===== src/rtl/apu_length_counter_bank.sv =====
`default_nettype none
// ============================================================================
// Module   : apu_length_counter_bank
// Brief    : Multi-channel APU length counters. Each counter decrements on the
//            half-frame tick (or every clock in free-running mode) and emits a
//            one-cycle expiry pulse when it steps from 1 to 0.
// Revision : 1.0 - initial release
// ============================================================================
module apu_length_counter_bank #(
    parameter int NUM_CH    = 4,
    parameter int CNT_WIDTH = 8,
    parameter int FREE_RUN  = 0
) (
    input  logic                        clk,
    input  logic                        rst,
    input  logic                        tick,
    input  logic [NUM_CH-1:0]           enable,
    input  logic [NUM_CH-1:0]           halt,
    input  logic [NUM_CH-1:0]           load,
    input  logic [5*NUM_CH-1:0]         load_data,
    output logic [NUM_CH-1:0]           non_zero,
    output logic [NUM_CH-1:0]           expired,
    output logic [CNT_WIDTH*NUM_CH-1:0] count
);

    generate
        if (CNT_WIDTH < 8) begin : g_width_check
            $error("apu_length_counter_bank: CNT_WIDTH must be at least 8");
        end
    endgenerate

    function automatic logic [7:0] f_len_lut(input logic [4:0] i_idx);
        logic [7:0] w_val;
        case (i_idx)
            5'd0:  w_val = 8'd10;   5'd1:  w_val = 8'd254;
            5'd2:  w_val = 8'd20;   5'd3:  w_val = 8'd2;
            5'd4:  w_val = 8'd40;   5'd5:  w_val = 8'd4;
            5'd6:  w_val = 8'd80;   5'd7:  w_val = 8'd6;
            5'd8:  w_val = 8'd160;  5'd9:  w_val = 8'd8;
            5'd10: w_val = 8'd60;   5'd11: w_val = 8'd10;
            5'd12: w_val = 8'd14;   5'd13: w_val = 8'd12;
            5'd14: w_val = 8'd26;   5'd15: w_val = 8'd14;
            5'd16: w_val = 8'd12;   5'd17: w_val = 8'd16;
            5'd18: w_val = 8'd24;   5'd19: w_val = 8'd18;
            5'd20: w_val = 8'd48;   5'd21: w_val = 8'd20;
            5'd22: w_val = 8'd96;   5'd23: w_val = 8'd22;
            5'd24: w_val = 8'd192;  5'd25: w_val = 8'd24;
            5'd26: w_val = 8'd72;   5'd27: w_val = 8'd26;
            5'd28: w_val = 8'd16;   5'd29: w_val = 8'd28;
            5'd30: w_val = 8'd32;   default: w_val = 8'd30;
        endcase
        return w_val;
    endfunction

    logic w_dec;
    assign w_dec = (FREE_RUN != 0) ? 1'b1 : tick;

    genvar g;
    generate
        for (g = 0; g < NUM_CH; g++) begin : g_ch
            logic [CNT_WIDTH-1:0] r_cnt;
            logic                 r_exp;
            logic                 w_cnt_nz;
            logic                 w_load_ok;
            logic [CNT_WIDTH-1:0] w_load_val;

            assign w_cnt_nz   = |r_cnt;
            // A load colliding with a decrement event loses only when the
            // counter is still running; halt does not rescue it.
            assign w_load_ok  = load[g] && !(w_dec && w_cnt_nz);
            assign w_load_val = CNT_WIDTH'(f_len_lut(load_data[5*g +: 5]));

            always_ff @(posedge clk) begin
                if (rst) begin
                    r_cnt <= '0;
                    r_exp <= 1'b0;
                end else if (!enable[g]) begin
                    r_cnt <= '0;
                    r_exp <= 1'b0;
                end else if (w_load_ok) begin
                    r_cnt <= w_load_val;
                    r_exp <= 1'b0;
                end else if (w_dec && !halt[g] && w_cnt_nz) begin
                    r_cnt <= r_cnt - CNT_WIDTH'(1);
                    r_exp <= (r_cnt == CNT_WIDTH'(1));
                end else begin
                    r_exp <= 1'b0;
                end
            end

            assign non_zero[g]                         = w_cnt_nz;
            assign expired[g]                          = r_exp;
            assign count[CNT_WIDTH*g +: CNT_WIDTH]     = r_cnt;
        end
    endgenerate

endmodule
`default_nettype wire

===== config.mk =====
export PLATFORM = sky130hd
export DESIGN_NAME = apu_length_counter_bank
export DESIGN_NICKNAME = d
export VERILOG_FILES = /design/src/rtl/apu_length_counter_bank.sv
export SDC_FILE = /design/constraint.sdc
export NUM_CORES = 1
export LEC_CHECK = 0
export ABC_AREA = 0
export CAP_MARGIN = 20
export CORE_AREA = 2 2 93 95
export CTS_BUF_LIST = sky130_fd_sc_hd__clkbuf_8
export DETAILED_ROUTE_END_ITERATION = 6
export DIE_AREA = 0 0 95 97
export PLACE_DENSITY_LB_ADDON = 0.05
export SKIP_CTS_REPAIR_TIMING = 1
export SLEW_MARGIN = 20
export SYNTH_ARGS = -nofsm -noshare
export SYNTH_HDL_FRONTEND = slang
export SYNTH_SLANG_ARGS = --single-unit

===== constraint.sdc =====
create_clock -name clk -period 4.3 [get_ports clk]
set_input_delay 0.86 -clock clk [delete_from_list [all_inputs] [get_ports clk]]
set_output_delay 0.86 -clock clk [all_outputs]
set_load 0.02 [all_outputs]

==> flow_metrics.tcl <==
set metrics [dict create \
    cts-htree-levels 2 \
    unrepaired_setup_endpoints_after_global_routing "no" \
    yosys_most_used_dff "dfxtp_1" \
    design_area_um2 4470 \
    final_period_minus_worst_setup_slack_ps 3240 \
    grt_max_degree 20 \
    placed_area_um2 4360 \
    worst-r2r-setup-slack_ps 2010 \
    initialDrtViolationCount 67 \
    clk_transition_reported_paths_ps 80 \
    core_area_um2 8130 \
    cts_num_sinks 36 \
    routedWlPerCell_um 14.3 \
    die_wd_um 95 \
    number_of_synthesis_warnings 0 \
    synth.yosys.seq_area_share 0.198 \
    grt_antenna_before_repair 0 \
    synth.area.top_cells "dfxtp_1, ha_1, a211oi_1, a21oi_1, nand2_1" \
    syn_inst 470 \
    finalCritPeriodShare 0.753 \
    final_layout_size_suffix_gt1_frac 0.0479 \
    postSynthRegisterBits 36 \
    placement.io_buffers 74 \
    via_count 3543 \
    die_height_um 97 \
    finalWeightedCongestion 0.831 \
    post_route_total_power_mw 1.16 \
    timing.critical_path.from_type "register" \
    vdd_drop_max_mv 0.110 \
    dpl.hpwl_mm 6.91 \
    power.density_nw_per_um2 260 \
    routed_wl_mm 8.98 \
    synth_fp_nets 541 \
    synth_cell_types 69 \
    wirelength_met1_mm 4.19 \
    critical_path_arrival_ps 2380 \
    required_ps 3440 \
    syn_to_layout_area_delta_pct 23.0 \
    first_global_vias 3279 \
    power_leakage_nw 1.70 \
    route.detailed.drc 0 \
    fp.dieArea_um2 9220 \
    worst_hold_path_type "register to register" \
    top_count_cell_post_synth "nand2_1" \
    drt-pass1-iter-count 4 \
    worstSetupEndpointType "output pin" \
    path_class "register to output pin" \
    achievable-frequency_ghz 0.309 \
    io_pins 75 \
    route.met2.wl_mm 4.36 \
    cts_buffer_depth 2 \
    route.met3.wl_um 310 \
    top_layer_used "met4" \
    yosys-top-cells-count "nand2_1, dfxtp_1, ha_1" \
    first_pass_grt_wire_length_mm 15.0 \
    std_cell_rows 33 \
    synth_area_leader_cell "dfxtp_1" \
    final.setup_skew_ps 5.19 \
    timing_max_transition_violations_final 0 \
    fin_util 0.550 \
    rr_endpoint "g_ch[1].r_cnt[5]$_SDFFE_PP0P_" \
    critPathMaxFanout 6 \
    nets 592 \
    clk_network_pwr_share 0.253 \
    synth.cell_area_um2 3630 \
    max-cap-violations 0 \
    comb_power_share 0.417 \
    crit_start "g_ch[1].r_cnt[1]$_SDFFE_PP0P_" \
    fin_cells 627 \
    setup.worst_path.end "non_zero[1]" \
    route.antenna.remaining_nets 0 \
    layout_setup_ws_ps 1060 \
    final.setup.tns_ps 0 \
    finalHoldWorstSlack_ps 506 \
    grt_overflow_total 0 \
    numCtsBuffers 5 \
    insertedDiodeCount 0 \
    netSwitchingFraction 0.365 \
    r2r.worst_path.cells 7 \
    result_of_the_run "completed" \
    final-hold-violation-count 0 \
    async_reset_ff_frac 0 \
    tightestPinTransition_ps 858 \
    tritoncts "yes" \
    place_ws_ps 1200 \
    dp_cells 619 \
    grt_util_all_layers 0.195 \
    cts-root-buf "clkbuf_8" \
    seqPwrFrac 0.330 \
    synthDominantCellAreaShare 0.198 \
    relSlewSlack 0.425 \
    worst_skew_pair_later_pin_latency_ps 290 \
    switching_power_uw 425 \
    vias_per_cell 5.65 \
    synth_edf_count 0 \
    p_int_uw 740 \
    critical_path.reg2reg.startpoint "g_ch[1].r_cnt[1]$_SDFFE_PP0P_" \
    setup_viol_count_final 0 \
    synthesized_area_per_cell_um2 7.73 \
    initial_core_util 0.447 \
]
## registers in the layout, indices dropped and copies added (netlist names)
name	flops
g_ch.r_cnt	32
g_ch.r_exp	4
## critical path: stages, from the launching register on
cell and delay [ps]:
dfxtp_1 360, inv_1 120, ha_1 160, nor4b_1 540, nand2_1 310, clkdlybuf4s50_1 610
## how the worst min path moves through the flow
stage | slack [ps] | endpoint | startpoint | depth (start not counted)
6_report | 510 | g_ch[0].r_cnt[5]$_SDFFE_PP0P_ | g_ch[0].r_cnt[5]$_SDFFE_PP0P_ | 2
5_1_grt | 540 | g_ch[0].r_cnt[5]$_SDFFE_PP0P_ | g_ch[0].r_cnt[5]$_SDFFE_PP0P_ | 2
4_1_cts | 510 | g_ch[0].r_cnt[5]$_SDFFE_PP0P_ | g_ch[0].r_cnt[5]$_SDFFE_PP0P_ | 2
3_5_place_dp | 500 | g_ch[0].r_cnt[5]$_SDFFE_PP0P_ | g_ch[0].r_cnt[5]$_SDFFE_PP0P_ | 2
3_3_place_gp | 500 | g_ch[0].r_cnt[5]$_SDFFE_PP0P_ | g_ch[0].r_cnt[5]$_SDFFE_PP0P_ | 2
2_1_floorplan | 560 | g_ch[0].r_cnt[5]$_SDFFE_PP0P_ | g_ch[0].r_cnt[5]$_SDFFE_PP0P_ | 2
## cells by family after synthesis
logic type | count (synthesis) | share of synthesized area
muxes | 18 | 0.0578
and+or+nand+nor | 181 | 0.275
xor gates and xnor gates | 13 | 0.0313
AOI/OAI and AO/OA | 128 | 0.246
DFF | 36 | 0.198
buffers and inverters | 58 | 0.0682
adders and majority gates | 36 | 0.124
## cells in the final DEF (no fill, tap or decap), drive strengths merged, types with 12 or more instances in the layout
cell type      synthesis  layout
ha                    36      36
mux2i                 12      12
clkdlybuf4s50          0      74
nor2                  34      34
dfxtp                 36      36
a21oi                 30      30
nand2b                15      15
nand3                 18      18
nor2b                 16      16
a211oi                24      24
inv                   28      29
nor3                  12      12
o21ai                 22      22
nand2                 37      37
## per-layer routing
| layer | track usage | vias to the layer above |
|---|---|---|
| met2 | 0.324 | 79 |
| met4 | 0.0491 | 0 |
| met3 | 0.0327 | 10 |
| met5 | 0 | - |
| li1 | - | 1805 |
| met1 | 0.260 | 1649 |
## area by class of cell
cell class / instances / area (um2)
clock inverter: 3 / 38.8
inverter: 28 / 105
clock buffer: 5 / 68.8
fill: 763 / 3660
tap: 105 / 131
timing repair buffer: 74 / 741
multi-input combinational: 376 / 2670
sequential: 36 / 721
## power groups by stage
stage	combinational (mW)	sequential [mW]	clock, mW
2_1_floorplan	0.311	0.410	0
3_3_place_gp	0.481	0.392	0
4_1_cts	0.486	0.385	0.302
5_1_grt	0.536	0.388	0.320
6_report	0.486	0.385	0.294
3_5_place_dp	0.483	0.392	0
No activity file was read; power rests on OpenSTA's default activity.
